## src/rtl/fmac_ws_pkg.sv

```systemverilog
// rtl/fmac_ws_pkg.sv - shared phase encoding and BFP widths for the weight-stationary array
package fmac_ws_pkg;

    typedef enum logic [2:0] {
        IDLE   = 3'd0,
        LOAD_W = 3'd1,
        STREAM = 3'd2,
        DRAIN  = 3'd3,
        DONE   = 3'd4
    } ws_phase_e;

    localparam int BFPEXPSIZE = 8;
    localparam int BFPMANSIZE = 4;
    localparam int GRPSIZE    = 16;

endpackage

```

## src/rtl/fmac_ws_array_ctrl_if.sv

```systemverilog
// rtl/fmac_ws_array_ctrl_if.sv - job, weight, activation and result handshakes of the array sequencer
interface fmac_ws_array_ctrl_if #(
    parameter int ROWS = 4,
    parameter int MAXK = 256
);
    localparam int KW = $clog2(MAXK + 1);

    logic            i_start;
    logic [KW-1:0]   i_num_groups;
    logic            o_busy;
    logic            o_done;
    logic            i_w_valid;
    logic            o_w_ready;
    logic [ROWS-1:0] o_pre_store;
    logic            i_act_valid;
    logic            o_act_ready;
    logic [ROWS-1:0] o_row_en;
    logic            o_array_en;
    logic            o_res_valid;
    logic            o_res_last;
    logic            i_res_ready;
    logic [2:0]      o_phase;

    modport master (
        output i_start, i_num_groups, i_w_valid, i_act_valid, i_res_ready,
        input  o_busy, o_done, o_w_ready, o_pre_store, o_act_ready, o_row_en,
               o_array_en, o_res_valid, o_res_last, o_phase
    );

    modport slave (
        input  i_start, i_num_groups, i_w_valid, i_act_valid, i_res_ready,
        output o_busy, o_done, o_w_ready, o_pre_store, o_act_ready, o_row_en,
               o_array_en, o_res_valid, o_res_last, o_phase
    );

endinterface

```

## src/rtl/fmac_ws_delay_line.sv

```systemverilog
// rtl/fmac_ws_delay_line.sv - enable-gated shift register with synchronous clear
module fmac_ws_delay_line #(
    parameter int DEPTH  = 1,
    parameter int W      = 1,
    parameter bit TAPPED = 1'b0
) (
    input  logic                                 clk,
    input  logic                                 clear,
    input  logic                                 en,
    input  logic [W-1:0]                         d,
    output logic [(TAPPED ? DEPTH*W : W)-1:0]    q
);

    logic [W-1:0] stage [DEPTH];

    always_ff @(posedge clk) begin
        if (clear) begin
            for (int i = 0; i < DEPTH; i++) stage[i] <= '0;
        end else if (en) begin
            stage[0] <= d;
            for (int i = 1; i < DEPTH; i++) stage[i] <= stage[i-1];
        end
    end

    // Tapped form exposes every stage (stage i = input delayed i+1); otherwise only the tail.
    generate
        if (TAPPED) begin : g_taps
            for (genvar i = 0; i < DEPTH; i++) begin : g_tap
                assign q[i*W +: W] = stage[i];
            end
        end else begin : g_last
            assign q = stage[DEPTH-1];
        end
    endgenerate

endmodule

```

## src/rtl/fmac_ws_array_ctrl.sv

```systemverilog
// rtl/fmac_ws_array_ctrl.sv - job sequencer for a ROWS x COLS weight-stationary fmac_ws array
module fmac_ws_array_ctrl
    import fmac_ws_pkg::*;
#(
    parameter int ROWS   = 4,
    parameter int COLS   = 4,
    parameter int MAXK   = 256,
    parameter int PE_LAT = 2
) (
    input  logic                 i_clk,
    input  logic                 i_reset,
    fmac_ws_array_ctrl_if.slave  bus
);

    localparam int KW  = $clog2(MAXK + 1);
    localparam int WIW = (ROWS > 1) ? $clog2(ROWS) : 1;
    localparam int L   = ROWS + COLS - 1 + PE_LAT;

    ws_phase_e       state, state_n;
    logic [KW-1:0]   k_q, ai_q;
    logic [WIW-1:0]  wi_q;

    logic            w_fire, act_fire, last_act;
    logic            w_ready, act_ready, busy, done;
    logic [ROWS-1:0] pre_store;
    logic            array_en, res_valid, res_last;
    logic [1:0]      res_tail;
    logic [ROWS-2:0] skew_taps;

    assign res_valid = res_tail[1];
    assign res_last  = res_tail[0];
    // A result waiting on a stalled sink freezes the whole array, including injection.
    assign array_en  = ~(res_valid & ~bus.i_res_ready);
    assign last_act  = (ai_q == k_q - 1'b1);

    always_ff @(posedge i_clk) begin
        if (i_reset) state <= IDLE;
        else         state <= state_n;
    end

    always_ff @(posedge i_clk) begin
        if (i_reset) begin
            k_q  <= '0;
            ai_q <= '0;
            wi_q <= '0;
        end else begin
            if (state == IDLE && bus.i_start) begin
                k_q  <= bus.i_num_groups;
                ai_q <= '0;
                wi_q <= '0;
            end
            if (w_fire)   wi_q <= wi_q + 1'b1;
            if (act_fire) ai_q <= ai_q + 1'b1;
        end
    end

    always_comb begin
        state_n   = state;
        w_ready   = 1'b0;
        w_fire    = 1'b0;
        pre_store = '0;
        act_ready = 1'b0;
        act_fire  = 1'b0;
        busy      = 1'b0;
        done      = 1'b0;
        case (state)
            IDLE: begin
                if (bus.i_start) state_n = LOAD_W;
            end
            LOAD_W: begin
                busy    = 1'b1;
                w_ready = 1'b1;
                if (bus.i_w_valid) begin
                    w_fire    = 1'b1;
                    pre_store = ROWS'(1) << wi_q;
                    if (wi_q == WIW'(ROWS - 1)) state_n = (k_q != '0) ? STREAM : DONE;
                end
            end
            STREAM: begin
                busy      = 1'b1;
                act_ready = array_en & (ai_q < k_q);
                act_fire  = act_ready & bus.i_act_valid;
                if (act_fire && last_act) state_n = DRAIN;
            end
            DRAIN: begin
                busy = 1'b1;
                if (res_valid && res_last && bus.i_res_ready) state_n = DONE;
            end
            DONE: begin
                done    = 1'b1;
                state_n = IDLE;
            end
            default: state_n = IDLE;
        endcase
    end

    fmac_ws_delay_line #(.DEPTH(L), .W(2), .TAPPED(1'b0)) u_res_line (
        .clk   (i_clk),
        .clear (i_reset),
        .en    (array_en),
        .d     ({act_fire, act_fire & last_act}),
        .q     (res_tail)
    );

    fmac_ws_delay_line #(.DEPTH(ROWS - 1), .W(1), .TAPPED(1'b1)) u_skew_line (
        .clk   (i_clk),
        .clear (i_reset),
        .en    (array_en),
        .d     (act_fire),
        .q     (skew_taps)
    );

    assign bus.o_busy      = busy;
    assign bus.o_done      = done;
    assign bus.o_w_ready   = w_ready;
    assign bus.o_pre_store = pre_store;
    assign bus.o_act_ready = act_ready;
    assign bus.o_row_en    = {skew_taps, act_fire};
    assign bus.o_array_en  = array_en;
    assign bus.o_res_valid = res_valid;
    assign bus.o_res_last  = res_last;
    assign bus.o_phase     = state;

endmodule

```

## src/flat_wrapper.sv

```systemverilog
// flat-port wrapper written by rule: the top's interface ports become plain ports
module fmac_ws_array_ctrl_flat import fmac_ws_pkg::*;
#(
    parameter int ROWS   = 4,
    parameter int COLS   = 4,
    parameter int MAXK   = 256,
    parameter int PE_LAT = 2
)
  (i_clk, i_reset, bus_i_start, bus_i_num_groups, bus_i_w_valid, bus_i_act_valid, bus_i_res_ready, bus_o_busy, bus_o_done, bus_o_w_ready, bus_o_pre_store, bus_o_act_ready, bus_o_row_en, bus_o_array_en, bus_o_res_valid, bus_o_res_last, bus_o_phase);
  fmac_ws_array_ctrl_if #(.ROWS(ROWS), .MAXK(MAXK)) bus_i ();
  input  logic i_clk;
  input  logic i_reset;
  input wire logic [$bits(bus_i.i_start)-1:0] bus_i_start;
  input wire logic [$bits(bus_i.i_num_groups)-1:0] bus_i_num_groups;
  input wire logic [$bits(bus_i.i_w_valid)-1:0] bus_i_w_valid;
  input wire logic [$bits(bus_i.i_act_valid)-1:0] bus_i_act_valid;
  input wire logic [$bits(bus_i.i_res_ready)-1:0] bus_i_res_ready;
  output wire logic [$bits(bus_i.o_busy)-1:0] bus_o_busy;
  output wire logic [$bits(bus_i.o_done)-1:0] bus_o_done;
  output wire logic [$bits(bus_i.o_w_ready)-1:0] bus_o_w_ready;
  output wire logic [$bits(bus_i.o_pre_store)-1:0] bus_o_pre_store;
  output wire logic [$bits(bus_i.o_act_ready)-1:0] bus_o_act_ready;
  output wire logic [$bits(bus_i.o_row_en)-1:0] bus_o_row_en;
  output wire logic [$bits(bus_i.o_array_en)-1:0] bus_o_array_en;
  output wire logic [$bits(bus_i.o_res_valid)-1:0] bus_o_res_valid;
  output wire logic [$bits(bus_i.o_res_last)-1:0] bus_o_res_last;
  output wire logic [$bits(bus_i.o_phase)-1:0] bus_o_phase;
  assign bus_i.i_start = bus_i_start;
  assign bus_i.i_num_groups = bus_i_num_groups;
  assign bus_i.i_w_valid = bus_i_w_valid;
  assign bus_i.i_act_valid = bus_i_act_valid;
  assign bus_i.i_res_ready = bus_i_res_ready;
  assign bus_o_busy = bus_i.o_busy;
  assign bus_o_done = bus_i.o_done;
  assign bus_o_w_ready = bus_i.o_w_ready;
  assign bus_o_pre_store = bus_i.o_pre_store;
  assign bus_o_act_ready = bus_i.o_act_ready;
  assign bus_o_row_en = bus_i.o_row_en;
  assign bus_o_array_en = bus_i.o_array_en;
  assign bus_o_res_valid = bus_i.o_res_valid;
  assign bus_o_res_last = bus_i.o_res_last;
  assign bus_o_phase = bus_i.o_phase;
  fmac_ws_array_ctrl #(.ROWS(ROWS), .COLS(COLS), .MAXK(MAXK), .PE_LAT(PE_LAT)) u_core (.i_clk(i_clk), .i_reset(i_reset), .bus(bus_i));
endmodule
```

## config.mk

```make
export PLATFORM = sky130hd
export DESIGN_NAME = fmac_ws_array_ctrl_flat
export DESIGN_NICKNAME = d
export VERILOG_FILES = /design/src/rtl/fmac_ws_pkg.sv /design/src/rtl/fmac_ws_array_ctrl_if.sv /design/src/rtl/fmac_ws_delay_line.sv /design/src/rtl/fmac_ws_array_ctrl.sv /design/src/flat_wrapper.sv
export SDC_FILE = /design/constraint.sdc
export NUM_CORES = 1
export LEC_CHECK = 0
export CAP_MARGIN = 15
export CORE_MARGIN = 3
export CORE_UTILIZATION = 47
export DETAILED_ROUTE_END_ITERATION = 6
export PLACE_DENSITY_LB_ADDON = 0.3
export SLEW_MARGIN = 20
export SYNTH_ARGS = -nofsm -noshare
export SYNTH_HDL_FRONTEND = slang
export SYNTH_HIERARCHICAL = 1
export SYNTH_SLANG_ARGS = --single-unit
export TNS_END_PERCENT = 5
```

## constraint.sdc

```tcl
create_clock -name i_clk -period 6.6 [get_ports i_clk]
set_input_delay 1.32 -clock i_clk [delete_from_list [all_inputs] [get_ports i_clk]]
set_output_delay 1.32 -clock i_clk [all_outputs]
set_load 0.05 [all_outputs]
```

After elaboration in Yosys (flattened, before gate mapping) --
Memories as Yosys holds them, arrays and structs flattened. Index checks and enable logic that the tools add are counted.
Operators by class: mux-type cells 37, add/sub/neg operators 3, reduce and logical (&&, ||, !) cells 10, bitwise operators 18, eq/ne operators 11, shift operators 1, order comparisons 1
Operator list (number):
- $mux W2 | 11
- $mux W3 | 6
- $mux W9 | 2
- $mux W1 | 15
- $or A1 B1 Y1 | 12
- $pmux W3 S4 | 1
- $add A9 B1 Y9 const B | 1
- $eq A9 B9 Y1 | 1
- $lt A9 B9 Y1 | 1
- $reduce_bool A9 Y1 | 1
- $sub A9 B1 Y9 const B | 1
- $mux W4 | 2
- $eq A3 B2 Y1 const B | 2
- $ne A2 B1 Y1 const B | 3
- $reduce_and A5 Y1 | 1
- $and A1 B1 Y1 | 4
- $logic_and A1 B1 Y1 | 4
- $ne A2 B2 Y1 const B | 2
- $reduce_bool A2 Y1 | 2
- $shl A1 B2 Y4 const A | 1
- $eq A3 B1 Y1 const B | 1
- $eq A3 B3 Y1 const B | 1
- $logic_not A3 Y1 | 1
- $reduce_or A3 Y1 | 1
- other kinds (3) | 4
Word-level totals: register bits after elaboration 23, memories 2, input port bits 15, bits in writable memories 21
Memories:
- u_core.u_res_line.stage | words 9, width 2, rd ports 9, clocked after memory_dff 0, write ports 9, line fmac_ws_delay_line.sv:14 | logic [W-1:0] stage [DEPTH];
- u_core.u_skew_line.stage | words 3, width 1, rd ports 3, clocked after memory_dff 0, write ports 3, line fmac_ws_delay_line.sv:14

Logic depth before layout (Yosys ltp) --
depth in word-level cells 8, gate-level depth with buffers 10, mapped depth without buffers 8

Modules after synthesis --
The synthesis kept the hierarchy.
Modules (own cells, without submodules):
- fmac_ws_array_ctrl | instances 1, seq. area each 460.4 um^2, area each 1788.0 um^2, cells an instance 225
- fmac_ws_delay_line at u_core.u_res_line | instances 1, seq. area each 540.5 um^2, area each 752.0 um^2, cells an instance 41
- fmac_ws_delay_line at u_core.u_skew_line | instances 1, seq. area each 90.1 um^2, area each 122.6 um^2, cells an instance 7

Worst setup path after synthesis --
Ideal clock, no wire load.
path type in2out, start point input bus_i_res_ready, end point output bus_o_row_en[0], slack 2.405 ns, required time 5.280 ns, arrival time 2.875 ns, stages 6, cells stage by stage nand2b_1 and4_1 buf_4 buf_2 and2_1 buf_4
Between the ends: longest elaborated chain between the ends 6
Ends and longest elaborated chain:
- start, declared | line flat_wrapper.sv:17 | input wire logic [$bits(bus_i.i_res_ready)-1:0] bus_i_res_ready;
- $not A1 Y1 | line fmac_ws_array_ctrl.sv:33 | assign array_en = ~(res_valid & ~bus.i_res_ready);
- $and A1 B1 Y1 | line fmac_ws_array_ctrl.sv:33
- $not A1 Y1 | line fmac_ws_array_ctrl.sv:33
- $and A1 B1 Y1 | line fmac_ws_array_ctrl.sv:81 | act_ready = array_en & (ai_q < k_q);
- $and A1 B1 Y1 | line fmac_ws_array_ctrl.sv:82 | act_fire = act_ready & bus.i_act_valid;
- $mux W1 | line fmac_ws_array_ctrl.sv:66 | case (state)
- end, declared | line flat_wrapper.sv:23 | output wire logic [$bits(bus_i.o_row_en)-1:0] bus_o_row_en;
No other way between the ends.

Worst setup path in the final report --
Same ends and word-level chain as after synthesis.

==> metrics.log <==
[metrics] outcome: finished clean
[metrics] pin count of the biggest net entering global routing: 41
[metrics] final critical-path share of the clock period: 0.768
[metrics] vias in the first global route: 1,946
[metrics] synthesis-to-layout area growth: 15.6%
[metrics] most repeated cell in the gate-level netlist after synthesis: nand2_1
[metrics] required time worst endpoint: 5280 ps
[metrics] proportion of synthesized flip-flops having asynchronous set or reset: 0
[metrics] post-synth top area share: 0.237
[metrics] cell-by-cell listing of the critical path: clkdlybuf4s50_1 -> nand2b_1 -> buf_4 -> and4_1 -> and2_1 -> clkdlybuf4s50_1
[metrics] TritonCTS clock tree: done
[metrics] quantity of I/O buffers inserted on ports: 32
[metrics] Slew headroom: 0.308
[metrics] final cell count without fillers: 365
[metrics] io pins: 33
[metrics] leakage power total: 0.00126 uW
[metrics] aggregate routed wire length: 5260 um
[metrics] distinct cell type count after synthesis: 51
[metrics] Post-Layout Inst Area: 3080 sq um
[metrics] Setup Total Neg Slack: 0 ps
[metrics] Multi-input gate area: 1380 sq um
[metrics] CP bufs+invs: 3
[metrics] global-route wire length before repair: 8920 um
[metrics] Post-DP HPWL: 3620 um
[metrics] gate count after technology mapping: 273
[metrics] dominant combinational cell family by area after synthesis: simple AND/OR/NAND/NOR gates
[metrics] portion of netlist area occupied by mux cells: 0.00752
[metrics] average wire length per cell after detail routing: 14.4 um
[metrics] antenna violations before repair: 0
[metrics] post-route DRC violation count: 0
[metrics] fraction of synthesized cell area in xor and xnor cells: 0.0296
[metrics] Cells after DPL: 357
[metrics] clk_skew: 7.38 ps
[metrics] setup repair after global routing missed its margin: no
[metrics] kind of launch point of the worst setup path: input pin
[metrics] Synth Flop Type: dfxtp_1
[metrics] Worst Max-Slew Pin Slew: 1030 ps
[metrics] Antenna diodes: 0
[metrics] cell area after synthesis: 2660 sq um
[metrics] Avg Inst Size Synth: 9.75 sq um
[metrics] number of buffers inserted to repair setup after CTS: 0
[metrics] Detailed Route Iter0 Violations: 175
[metrics] flip-flop and latch count after synthesis: 44
[metrics] Register Area: 1090 sq um
[metrics] area fraction in and, or, nand and nor cells after synthesis: 0.282
[metrics] final design utilization: 0.580
[metrics] maximum operating frequency: 197 MHz
[metrics] kind of path behind the tightest hold check: flop to flop
[metrics] slowest CP cell: clkdlybuf4s50_1
[metrics] maximum clock path buffer count: 2
[metrics] Inserted Clock Buffers: 5
[metrics] total power density per cell area: 201 nW/um^2
[metrics] Clock transition at path regs: 90 ps
[metrics] layout cell share with drive strength beyond 1: 0.0915
[metrics] ranking of synthesized cells by area: edfxtp_1 (24%), dfxtp_1 (17%), ha_1 (7.0%), and3b_1 (4.6%), nand2_1 (3.9%)
[metrics] Setup Crit Path Kind: input pin to output port
[metrics] Routed Antenna Nets: 0
[metrics] number of instances on the worst hold path: 2
[metrics] Critical Path Most Common Cell: clkdlybuf4s50_1
[metrics] post-synthesis compound-gate area fraction: 0.125
[metrics] Filler cells: 462
[metrics] Floorplan Core Area: 5300 sq um
[metrics] worst-path maximum fanout: 26
[metrics] smallest hold slack: 499 ps
[metrics] Max-cap violations: 0
[metrics] all-layer global routing usage: 0.172
[metrics] number of nets produced by synthesis: 303
[metrics] Cell Rows: 26
[metrics] cell type group with the largest total delay on the critical path: buffers and inverters
[metrics] CP Capture Type: output port
[metrics] Final Critical Period: 5070 ps
[metrics] Seq/Total Area, Yosys: 0.410
[metrics] first-pass iteration count of the detailed router: 4
[metrics] final count of pins violating max slew: 0
[metrics] x dimension of the die: 81.3 um
[metrics] number of nets in the layout: 324
[metrics] TritonCTS Sinks: 44
[metrics] number of cells traversed by the worst register-to-register path: 7
[metrics] global placer's final weighted congestion: 0.804
[metrics] total number of H-tree levels: 2
[metrics] routed via count divided by cell count: 5.64
[metrics] Largest stage delay, worst path: 810 ps
[metrics] count of final hold-check violations: 0
[metrics] most numerous cell types in the synthesized netlist: nand2_1 (28), dfxtp_1 (23), edfxtp_1 (21), inv_1 (19), ha_1 (15)
[metrics] count of instances resized after the clock tree is built: 0
[metrics] height of the chip: 81.3 um
[metrics] leading area contributor after synthesis: edfxtp_1
[metrics] remaining global-route overflow: 0
[metrics] Starting Density: 0.502
[metrics] root buf cell: clkbuf_8
[metrics] die area: 6600 sq um
[metrics] number of buffers inserted by hold repair at cts: 0
[metrics] adder and majority cell fraction of the synthesized area: 0.0705
[metrics] area of placed instances: 2960 sq um
[metrics] routed vias: 2,060
[metrics] worst-skew pair later-pin latency: 300 ps
[metrics] logic depth of the worst path, buffers included: 6
[metrics] warning count from the yosys run: 6
[metrics] peak ir drop on the vdd network: 0.0000932 V
[metrics] Setup-failing EPs final: 0
[metrics] worst path arrival time: 3750 ps
[metrics] count of flip-flops with a built-in enable after synthesis: 21
## cell usage in the layout (no fill, tap or decap), types with 2 or more instances in the layout
cell type | synthesis | layout
edfxtp_1 | 21 | 21
a41oi_1 | 6 | 6
or2_2 | 3 | 3
clkbuf_8 | 0 | 5
a41o_1 | 2 | 2
or2_1 | 2 | 2
o22ai_1 | 2 | 2
a21oi_1 | 14 | 14
nand2_1 | 28 | 28
xor2_1 | 2 | 2
nor2_1 | 11 | 11
and2_1 | 3 | 3
mux2i_1 | 2 | 2
nor4b_2 | 1 | 2
nand4_1 | 7 | 7
buf_4 | 5 | 2
nor3_1 | 5 | 5
and3b_1 | 14 | 14
nand3_1 | 10 | 10
inv_1 | 19 | 19
xnor2_1 | 7 | 7
nand2b_1 | 5 | 5
dfxtp_1 | 23 | 23
o211ai_1 | 2 | 2
a31oi_1 | 7 | 7
clkdlybuf4s50_1 | 0 | 32
and4_1 | 3 | 3
and3b_2 | 8 | 8
ha_1 | 15 | 15
nand3b_1 | 3 | 3
and3_1 | 8 | 8
## metrics by stage
step,total power [uW],setup WS [ps]
after detailed placement,411,1580
after global routing,648,1380
final,619,1530
after CTS,625,1540
after floorplan,384,2410
after global placement,410,1580
## power breakdown
group / switching (uW) / total [uW] / internal (uW)
Clock: 99.5 / 214 / 114
Sequential: 10.2 / 299 / 288
Combinational: 62.8 / 107 / 44.5
Total: 172 / 619 / 447
## flip-flops by register name, summed over array words and instances, names as in the netlist
| name | flops |
|---|---|
| u_core/k_q | 9 |
| u_core/bus.o_phase | 3 |
| u_core/u_res_line/stage | 18 |
| u_core/wi_q | 2 |
| u_core/ai_q | 9 |
| u_core/u_skew_line/stage | 3 |
## path summary, 6_finish.rpt
kind	endpoint	slack, ps	startpoint
worst max-delay path	bus_o_row_en[0]	1530	bus_i_res_ready
worst max register to register	u_core/u_res_line/stage[0][0]	3950	u_core/k_q[4]
worst min-delay path	u_core/k_q[8]	500	u_core/k_q[8]
worst min register to register	u_core/k_q[8]	500	u_core/k_q[8]
## layer usage
metal / global-route usage / part of all wire / vias to the layer above
li1: - / - / 1038
met1: 0.224 / 0.48 / 969
met2: 0.281 / 0.47 / 48
met3: 0.0355 / 0.037 / 5
met4: 0.0574 / 0.0076 / 0
met5: 0 / 0 / -
## cells by family after synthesis
kind of cell,count (synthesis)
buf+inv,39
compound gates,44
xor+xnor,9
flops,44
mux,2
simple gates,120
fa+ha+maj,15
## layout make-up
class,instances,area share
multi-input combinational,190,0.447
sequential,44,0.355
timing repair buffer,34,0.109
tap,70,0.0285
inverter,19,0.0232
clock buffer,5,0.0224
clock inverter,3,0.0150
## worst register-to-register path: cells and delay by family, from the launching register on
family,cells,cell delay (ps)
AO/OA/AOI/OAI,3,1260
adder cells (fa/ha/maj),1,320
buffers and inverters,1,130
flip-flops,1,460
AND/OR/NAND/NOR,2,340
No activity file was read; power rests on OpenSTA's default activity.
